### src/rtl/jk_seq_pkg.sv
// Shared encodings and decode helpers for the JK flop access sequencer.
package jk_seq_pkg;

    // Requester operation codes; the two bits map directly onto {j,k}.
    typedef enum logic [1:0] {
        OP_HOLD   = 2'b00,
        OP_RESET  = 2'b01,
        OP_SET    = 2'b10,
        OP_TOGGLE = 2'b11
    } jk_op_e;

    // Sequencer states; every state other than IDLE lasts one cycle.
    typedef enum logic [1:0] {
        ST_IDLE  = 2'b00,
        ST_DRIVE = 2'b01,
        ST_CHECK = 2'b10,
        ST_DONE  = 2'b11
    } seq_state_e;

    localparam int unsigned OP_W = 2;

    // Decode an op into the {j,k} pair applied to the flop.
    function automatic logic [1:0] op_to_jk(input logic [1:0] op);
        logic [1:0] jk;
        case (jk_op_e'(op))
            OP_HOLD:   jk = 2'b00;
            OP_RESET:  jk = 2'b01;
            OP_SET:    jk = 2'b10;
            OP_TOGGLE: jk = 2'b11;
            default:   jk = 2'b00;
        endcase
        return jk;
    endfunction

    // Value the flop should hold after the op, given q before it.
    function automatic logic op_expected(input logic [1:0] op, input logic q);
        logic e;
        case (jk_op_e'(op))
            OP_HOLD:   e = q;
            OP_RESET:  e = 1'b0;
            OP_SET:    e = 1'b1;
            OP_TOGGLE: e = ~q;
            default:   e = q;
        endcase
        return e;
    endfunction

endpackage

### src/rtl/rr_arbiter.sv
// Combinational round-robin arbiter: first set request at or after ptr, wrapping.
module rr_arbiter #(
    parameter int unsigned N = 2,
    localparam int unsigned PTR_W = (N > 1) ? $clog2(N) : 1
) (
    input  logic [N-1:0]     req,
    input  logic [PTR_W-1:0] ptr,
    output logic [N-1:0]     gnt,
    output logic [PTR_W-1:0] winner,
    output logic             valid
);

    int unsigned      idx;
    logic [PTR_W-1:0] idx_w;

    // Scan from ptr upward modulo N and keep the first hit.
    always_comb begin
        gnt    = '0;
        winner = '0;
        valid  = 1'b0;
        idx    = 0;
        idx_w  = '0;
        for (int unsigned i = 0; i < N; i++) begin
            idx   = (32'(ptr) + i) % N;
            idx_w = PTR_W'(idx);
            if (!valid && req[idx_w]) begin
                valid       = 1'b1;
                gnt[idx_w]  = 1'b1;
                winner      = idx_w;
            end
        end
    end

endmodule

### src/rtl/jk_access_sequencer.sv
// Shares one external JK flop among N_REQ requesters: arbitrate, drive j/k
// for one cycle, read q back and report it with a mismatch flag.
module jk_access_sequencer
    import jk_seq_pkg::*;
#(
    parameter int unsigned N_REQ = 2
) (
    input  logic                  clk,
    input  logic                  reset,
    input  logic [N_REQ-1:0]      req,
    input  logic [2*N_REQ-1:0]    op,
    output logic [N_REQ-1:0]      gnt,
    output logic                  done,
    output logic                  q_out,
    output logic                  err,
    output logic                  jk_j,
    output logic                  jk_k,
    input  logic                  jk_q
);

    localparam int unsigned PTR_W = (N_REQ > 1) ? $clog2(N_REQ) : 1;

    seq_state_e         state_q, state_d;
    logic [N_REQ-1:0]   gnt_q, gnt_d;
    logic [PTR_W-1:0]   ptr_q, ptr_d;
    logic               exp_q, exp_d;
    logic               jk_j_q, jk_j_d;
    logic               jk_k_q, jk_k_d;
    logic               done_q, done_d;
    logic               q_out_q, q_out_d;
    logic               err_q, err_d;

    logic [N_REQ-1:0]   arb_gnt;
    logic [PTR_W-1:0]   arb_winner;
    logic               arb_valid;
    logic [OP_W-1:0]    sel_op;
    logic [1:0]         sel_jk;

    rr_arbiter #(.N(N_REQ)) u_arb (
        .req    (req),
        .ptr    (ptr_q),
        .gnt    (arb_gnt),
        .winner (arb_winner),
        .valid  (arb_valid)
    );

    // Pick the winner's op with a one-hot mux, avoiding a variable part-select.
    always_comb begin
        sel_op = '0;
        for (int unsigned i = 0; i < N_REQ; i++) begin
            if (arb_gnt[i]) begin
                sel_op = op[2*i +: 2];
            end
        end
        sel_jk = op_to_jk(sel_op);
    end

    // Next-state and registered-output logic for the access sequence.
    always_comb begin
        state_d = state_q;
        gnt_d   = gnt_q;
        ptr_d   = ptr_q;
        exp_d   = exp_q;
        jk_j_d  = 1'b0;
        jk_k_d  = 1'b0;
        done_d  = 1'b0;
        q_out_d = q_out_q;
        err_d   = err_q;
        case (state_q)
            ST_IDLE: begin
                gnt_d   = '0;
                q_out_d = 1'b0;
                err_d   = 1'b0;
                if (arb_valid) begin
                    gnt_d  = arb_gnt;
                    jk_j_d = sel_jk[1];
                    jk_k_d = sel_jk[0];
                    exp_d  = op_expected(sel_op, jk_q);
                    if (32'(arb_winner) == N_REQ - 1) begin
                        ptr_d = '0;
                    end else begin
                        ptr_d = arb_winner + PTR_W'(1);
                    end
                    state_d = ST_DRIVE;
                end
            end
            ST_DRIVE: begin
                state_d = ST_CHECK;
            end
            ST_CHECK: begin
                q_out_d = jk_q;
                err_d   = (jk_q != exp_q);
                done_d  = 1'b1;
                state_d = ST_DONE;
            end
            ST_DONE: begin
                gnt_d   = '0;
                q_out_d = 1'b0;
                err_d   = 1'b0;
                state_d = ST_IDLE;
            end
            default: begin
                state_d = ST_IDLE;
            end
        endcase
    end

    // State and output registers; reset abandons any in-flight op.
    always_ff @(posedge clk or posedge reset) begin
        if (reset) begin
            state_q <= ST_IDLE;
            gnt_q   <= '0;
            ptr_q   <= '0;
            exp_q   <= 1'b0;
            jk_j_q  <= 1'b0;
            jk_k_q  <= 1'b0;
            done_q  <= 1'b0;
            q_out_q <= 1'b0;
            err_q   <= 1'b0;
        end else begin
            state_q <= state_d;
            gnt_q   <= gnt_d;
            ptr_q   <= ptr_d;
            exp_q   <= exp_d;
            jk_j_q  <= jk_j_d;
            jk_k_q  <= jk_k_d;
            done_q  <= done_d;
            q_out_q <= q_out_d;
            err_q   <= err_d;
        end
    end

    assign gnt   = gnt_q;
    assign done  = done_q;
    assign q_out = q_out_q;
    assign err   = err_q;
    assign jk_j  = jk_j_q;
    assign jk_k  = jk_k_q;

endmodule

### config.mk
export PLATFORM = sky130hd
export DESIGN_NAME = jk_access_sequencer
export DESIGN_NICKNAME = d
export VERILOG_FILES = /design/src/rtl/jk_seq_pkg.sv /design/src/rtl/rr_arbiter.sv /design/src/rtl/jk_access_sequencer.sv
export SDC_FILE = /design/constraint.sdc
export NUM_CORES = 1
export LEC_CHECK = 0
export CAP_MARGIN = 20
export CORE_AREA = 2 2 39 41
export CTS_BUF_LIST = sky130_fd_sc_hd__clkbuf_16
export CTS_CLUSTER_DIAMETER = 150
export DETAILED_ROUTE_END_ITERATION = 7
export DIE_AREA = 0 0 41 43
export GPL_TIMING_DRIVEN = 1
export PLACE_DENSITY = 0.71
export SLEW_MARGIN = 20
export SYNTH_ARGS = -nofsm -noshare
export SYNTH_HDL_FRONTEND = slang
export SYNTH_SLANG_ARGS = --single-unit
### constraint.sdc
create_clock -name clk -period 1.5 [get_ports clk]
set_input_delay 0.225 -clock clk [delete_from_list [all_inputs] [get_ports clk]]
set_output_delay 0.225 -clock clk [all_outputs]
set_load 0.005 [all_outputs]
; ---- Yosys cells after proc, flatten, opt, wreduce, memory -nomap -nowiden
; Index checks and enable logic that the tools add are counted.
[word_totals]
in_bits = 9
word_cells = 65
out_inout_bits = 7
register_bits = 11
[classes]
n_addsub = 2
order_cmp = 4
bitwise_logic = 2
n_reduce_logical = 10
n_mux = 30
n_eq_ne = 8
[ops]
columns = cell, count
row1 = $mux W1, 16
row2 = $pmux W2 S4, 2
row3 = $mux W2, 6
row4 = $eq A2 B2 Y1 const B, 4
row5 = $eq A2 B1 Y1 const B, 2
row6 = $logic_not A2 Y1, 2
row7 = $lt A1 B2 Y1 const B, 2
row8 = $pmux W1 S2, 2
row9 = $pmux W1 S4, 1
row10 = $pmux W2 S2, 1
row11 = $reduce_bool A2 Y1, 2
row12 = $logic_and A1 B1 Y1, 3
row13 = $add A1 B1 Y1 const B, 2
row14 = $demux W1 S1, 2
row15 = $ge A1 B1 Y1 const B, 2
row16 = $ne A2 B2 Y1 const B, 1
row17 = $or A2 B2 Y2, 1
row18 = $reduce_and A2 Y1, 1
row19 = $reduce_or A2 Y1, 1
row20 = $logic_not A1 Y1, 1
row21 = $ne A1 B1 Y1, 1
row22 = $not A1 Y1, 1

; ---- Longest topological paths before layout
; Gate-level depths: netlist (run 1).
[logic_depth]
depth_word = 13
ltp_mapped = 6
ltp_nobuf = 5

; ---- Hierarchy
; From an unflattened synthesis (run 1), not the netlist that was laid out.
[hier_totals]
hier_cells = 56
area_unflattened_um2 = 549.3
[modules_own_cells]
columns = mod, n_inst, area_per_inst_um2, cells_per_inst
row1 = jk_access_sequencer, 1, 516.7, 51
row2 = rr_arbiter, 1, 32.5, 5

; ---- Worst setup path after synthesis (run 1)
; Ideal clock, no wire load.
[synth_path]
path_kind = reg2reg
startpoint = reg state_q[0]
endpoint = reg exp_q
period_less_slack_ns = 1.358
t_arrival_ns = 1.225
t_required_ns = 1.367
slack_ns = 0.142
path_stages_with_launch = 7
n_path_buf = 1
path_cell_list = dfrtp_1 -> inv_1 -> ha_1 -> buf_6 -> and2_1 -> a32oi_1 -> o221ai_2
[synth_via]
elab_chain_len = 2
[synth_lines]
columns = item, line
row1 = "start, declared", jk_access_sequencer.sv:23  ; seq_state_e state_q, state_d;
row2 = "start signal, assigned", jk_access_sequencer.sv:121  ; state_q <= state_d;
row3 = $logic_not A2 Y1, jk_access_sequencer.sv:69  ; case (state_q)
row4 = $reduce_and A2 Y1 (no line), --
row5 = "end signal, assigned", jk_access_sequencer.sv:124  ; exp_q <= exp_d;
row6 = "end, declared", jk_access_sequencer.sv:26  ; logic exp_q, exp_d;
; Every way passes these cells.
; A chain may end at the register's enable or synchronous reset.

; ---- Final worst setup path (run 1)
; Same ends and word-level chain as after synthesis.

==> results.json, run 1 <==
{
  "synthCells": 48,
  "final_antenna_net_count": 0,
  "period_share_pct": 90.6,
  "synth_seq_cells": 11,
  "gp_congestion": 0.727,
  "maxCapViolations": 0,
  "cp_top_family": "flip-flops",
  "nets": 83,
  "worstPathCellList": "inv_1 -> ha_2 -> and2_1 -> a32oi_2 -> o221ai_2",
  "cts.clk_slew.worst_paths_ns": 0.04,
  "root_buffer": "clkbuf_16",
  "drive_above_1_share_pct": 20.3,
  "crit_start": "state_q[0]",
  "die_h_um": 43,
  "yosys.area.top_type": "dfrtp_1",
  "seq_area_frac_synth_pct": 50.2,
  "power_density_mw_per_mm2": 2080,
  "ctsLongestPathBuffers": 2,
  "syn-num-nets": 61,
  "cp-end-kind": "flip-flop",
  "drt_first_pass_iters": 3,
  "worst_pin_slew_ns": 0.435,
  "grt_overflow_total": 0,
  "dieWidth_um": 41,
  "cp_num_cells": 5,
  "rrSetupSlack_ns": 0.14,
  "vias_per_cell": 5.11,
  "ir_worst_vdd_v": 0.000978,
  "setup-violations-final": 0,
  "grt_pass1_wl_um": 1700,
  "cp.buffers_inverters": 1,
  "synth_area_um2": 548,
  "io_buffers": 15,
  "crit_type": "flip-flop to flip-flop",
  "run_status": "completed",
  "postSynthAreaPerCell_um2": 11.4,
  "reg2reg_depth": 5,
  "vias": 434,
  "floorplan.initialDensity_pct": 39.6,
  "critPathLaunchType": "flip-flop",
  "drt_wl_total_um": 1070,
  "register_area_um2": 275,
  "yosysTopAreaCellShare_pct": 50.2,
  "rr_endpoint": "exp_q",
  "grt_pass1_vias": 398,
  "r2r-start": "state_q[0]",
  "htreeDepth": 1,
  "drv_slew": 0,
  "dr.first_iter.drc_count": 1,
  "wire_per_inst_um": 12.6,
  "route.detailed.drc": 0,
  "setup_tns_ns": 0,
  "report.final.hold_viol_count": 0,
  "slowest_stage": "dfrtp_1",
  "hpwl_um": 742,
  "cp.arrival_ns": 1.47,
  "setup_ws_ns": 0.142,
  "antenna_found_initial": 0,
  "die_area_mm2": 0.00176,
  "insertion_delay_ns": 0.24,
  "max_stage_delay_ns": 0.37,
  "final_cells": 85,
  "syn_to_final_growth_pct": 49.3,
  "path_max_fanout": 8,
  "ioPinCount": 16,
  "multi_input_area_um2": 256,
  "numCtsBuffers": 3,
  "relSlewSlack_pct": 71.0,
  "crit_required_ns": 1.61,
  "period_needed_ns": 1.36,
  "fmax_mhz": 736,
  "rsz0062_at_grt": "no",
  "post_synth_num_cell_types": 21,
  "diodes": 0,
  "synthTopCellsByArea": "dfrtp_1 50%, ha_1 9.1%, nand2_1 4.1%",
  "tritoncts": "built",
  "min_path_type": "input port to async pin",
  "rows": 14,
  "cts_hold_buf": 0,
  "core_mm2": 0.00138,
  "grt_max_degree": 12,
  "cts_sinks": 11,
  "p_leak_nw": 0.379,
  "nFillCells": 122,
  "dp.cells": 81,
  "crit_end": "exp_q",
  "clock_skew_ns": 0.00477,
  "ys.warnings.count": 0,
  "dp_slack_ns": 0.0243,
  "grt_usage_pct": 14.8,
  "final_util_pct": 59.1
}
==> Yosys cell counts <==
library cell	number
and2_1	2
ha_1	4
buf_6	1
nand2_1	6
dfrtp_1	11
o211ai_1	1
a22o_2	1
nor2b_4	1
a32o_2	1
o221ai_2	1
a32o_1	1
a31oi_1	2
a21boi_2	1
a21oi_1	1
mux2_4	1
o21ai_0	3
nand2b_1	1
nor2_1	3
a32oi_1	1
xor2_1	1
inv_1	4
==> where the power goes <==
part	total, W	switching (W)	internal [W]	leakage, nW
sequential	0.000495	0.0000707	0.000424	0.139
clock	0.000476	0.000127	0.000349	0.0423
combinational	0.000730	0.000321	0.000409	0.198
total	0.00170	0.000518	0.00118	0.379
==> cells by family after synthesis <==
logic type | count (synthesis) | synth area share [%]
and+or+nand+nor | 13 | 12.1
muxes | 1 | 2.74
xor gates and xnor gates | 1 | 1.60
buffers and inverters | 5 | 4.79
adders and majority gates | 4 | 9.13
DFF | 11 | 50.2
AOI/OAI and AO/OA | 13 | 19.4
==> through the flow <==
step	area [um2]	hold slack (ns)	power (W)
final	818	0.301	0.00170
after global routing	818	0.341	0.00182
after CTS	808	0.305	0.00169
after detailed placement	729	0.484	0.00120
after global placement	729	0.462	0.00118
after floorplan	548	0.0774	0.000931
==> area by class of cell <==
type / count / share of cell area, %
inverter: 4 / 1.83
tap: 16 / 2.45
sequential: 11 / 33.6
timing repair buffer: 18 / 21.1
clock inverter: 1 / 0.459
multi-input combinational: 32 / 31.3
clock buffer: 3 / 9.17
==> metal layers <==
| metal | GRT usage, % | up-vias | wire [um] |
|---|---|---|---|
| met5 | 0 | - | 0 |
| met2 | 21.3 | 13 | 572 |
| met1 | 18.9 | 205 | 428 |
| li1 | - | 212 | - |
| met4 | 12.0 | 0 | 31 |
| met3 | 1.57 | 4 | 36 |
==> repair_timing <==
| item | CTS | global route |
|---|---|---|
| gates resized for setup | 0 | 2 |
| setup buffers | 0 | 0 |
| endpoints found under the setup margin | 0 | 2 |
==> registers in the layout, summed over array words and instances (netlist names), named ones only <==
| signal | flops |
|---|---|
| exp_q | 1 |
| err | 1 |
| jk_k | 1 |
| jk_j | 1 |
| state_q | 2 |
| q_out | 1 |
| done | 1 |
| gnt | 2 |
==> placed cells by master (no fill, tap or decap), types with 2 or more instances in the layout <==
cell type	instances
and2_1	2
nand2_1	6
a31oi_1	2
nor2_1	3
o21ai_0	3
ha_1	3
dfrtp_1	11
clkdlybuf4s50_1	15
inv_1	5
clkbuf_16	3
buf_4	3
==> how the worst min path moves through the flow <==
stage	from	to	slack, ns	cells after the start
3_3_place_gp	err	err	0.46	2
2_1_floorplan	reset	async pin	0.08	1
4_1_cts	reset	exp_q	0.30	2
6_report	reset	exp_q	0.30	2
3_5_place_dp	err	err	0.48	2
5_1_grt	reset	err	0.34	2
Power figures use the tool's default switching activity.
==> inputs of run 2 (changes only) <==
--- a/config.mk
+++ b/config.mk
@@ -11,7 +11,7 @@
 export CTS_CLUSTER_DIAMETER = 150
 export DETAILED_ROUTE_END_ITERATION = 7
 export DIE_AREA = 0 0 41 43
-export GPL_TIMING_DRIVEN = 1
+export GPL_TIMING_DRIVEN = 0
 export PLACE_DENSITY = 0.71
 export SLEW_MARGIN = 20
 export SYNTH_ARGS = -nofsm -noshare
==> results.json, run 2 (synthesis results as in run 1) <==
{
  "run_status": "completed",
  "nets": 85,
  "final_cell_mix": "15 x clkdlybuf4s50_1, 11 x dfrtp_1, 6 x nand2_1",
  "floorplan.initialDensity_pct": 39.6,
  "rows": 14,
  "die_h_um": 43,
  "report.final.hold_viol_count": 0,
  "cts.clk_slew.worst_paths_ns": 0.04,
  "rsz0062_at_grt": "no",
  "worst_pin_slew_ns": 0.429,
  "min_path_type": "input port to async pin",
  "dp.cells": 79,
  "drt_first_pass_iters": 4,
  "period_share_pct": 95.3,
  "diodes": 0,
  "route.detailed.drc": 0,
  "setup-violations-final": 0,
  "final_cells": 87,
  "layout_commonest_cell": "clkdlybuf4s50_1",
  "period_needed_ns": 1.43,
  "root_buffer": "clkbuf_16",
  "final_util_pct": 60.3,
  "ioPinCount": 16,
  "die_area_mm2": 0.00176,
  "hpwl_um": 759,
  "place_area_um2": 718,
  "drive_above_1_share_pct": 21.1,
  "final_antenna_net_count": 0,
  "final_area_um2": 835,
  "grt_overflow_total": 0,
  "nFillCells": 121,
  "grt_pass1_wl_um": 1790,
  "grt_max_degree": 12,
  "drt_wl_total_um": 1100,
  "setup_tns_ns": 0,
  "grt_usage_pct": 15.9,
  "io_buffers": 15,
  "clock_skew_ns": 0.00242,
  "cts_sinks": 11,
  "numCtsBuffers": 3,
  "dieWidth_um": 41,
  "vias_per_cell": 4.93,
  "p_leak_nw": 0.392,
  "cp-end-kind": "flip-flop",
  "insertion_delay_ns": 0.24,
  "path_max_fanout": 9,
  "tritoncts": "built",
  "syn_to_final_growth_pct": 52.3,
  "core_mm2": 0.00138,
  "wire_per_inst_um": 12.6,
  "fin_total_pwr_w": 0.00174,
  "maxCapViolations": 0,
  "dr.first_iter.drc_count": 4,
  "gp_congestion": 0.732,
  "relSlewSlack_pct": 71.4,
  "antenna_found_initial": 0,
  "power_density_mw_per_mm2": 2080,
  "fmax_mhz": 700,
  "grt_pass1_vias": 429,
  "cp.arrival_ns": 1.54,
  "drv_slew": 0,
  "crit_required_ns": 1.61,
  "cts_hold_buf": 0,
  "critPathLaunchType": "flip-flop",
  "crit_type": "flip-flop to flip-flop",
  "reg2reg_depth": 6,
  "vias": 429,
  "ir_worst_vdd_v": 0.000815,
  "htreeDepth": 1,
  "ctsLongestPathBuffers": 2
}
-- run 2: what timing repair did --
action	CTS	global route
buffers inserted	0	4
endpoints found under the hold margin	0	0
resized for setup	0	1
endpoints found under the setup margin	0	2
-- run 2: final timing paths --
| path | to | start | slack (ns) |
|---|---|---|---|
| worst min-delay path | jk_k | reset | 0.29 |
| worst max register to register | exp_q | state_q[1] | 0.07 |
| worst min register to register | err | err | 0.50 |
| max in group asynchronous | done | reset | 0.91 |
| worst max-delay path | exp_q | state_q[1] | 0.07 |
| min in group clk | err | err | 0.50 |
-- run 2: power breakdown --
group	internal (W)	switching, W	total (W)
Clock	0.000349	0.000126	0.000475
Combinational	0.000438	0.000322	0.000760
Sequential	0.000424	0.0000773	0.000502
Total	0.00121	0.000525	0.00174
-- run 2: cell type report --
class	instances	area, um2	share of cell area (%)
Clock inverter	1	3.75	0.450
Inverter	4	15.0	1.80
Buffer	1	11.3	1.35
Sequential cell	11	275	33.0
Clock buffer	3	75.1	9.00
Multi-Input combinational cell	32	254	30.4
Tap cell	16	20.0	2.40
Timing Repair Buffer	19	180	21.6
-- run 2: metrics by stage --
step	setup WS, ns	hold slack, ns
2_1_floorplan	0.142	0.0774
3_3_place_gp	0.0233	0.462
3_5_place_dp	0.0122	0.480
4_1_cts	0.00487	0.304
5_1_grt	0.00148	0.351
6_report	0.0710	0.293
-- run 2: per-layer routing --
layer | global-route usage (%) | part of all wire [%] | up-vias
met5 | 0 | 0 | -
met4 | 16.0 | 4.7 | 0
met3 | 3.14 | 3.6 | 4
met2 | 21.6 | 50 | 14
met1 | 19.1 | 41 | 196
li1 | - | - | 215
-- run 2: critical path: stages (launching register included) --
cell      delay [ns]
dfrtp_1         0.39
inv_1           0.08
ha_1            0.19
buf_6           0.14
and2_1          0.16
a32oi_2         0.24
o221ai_2        0.11
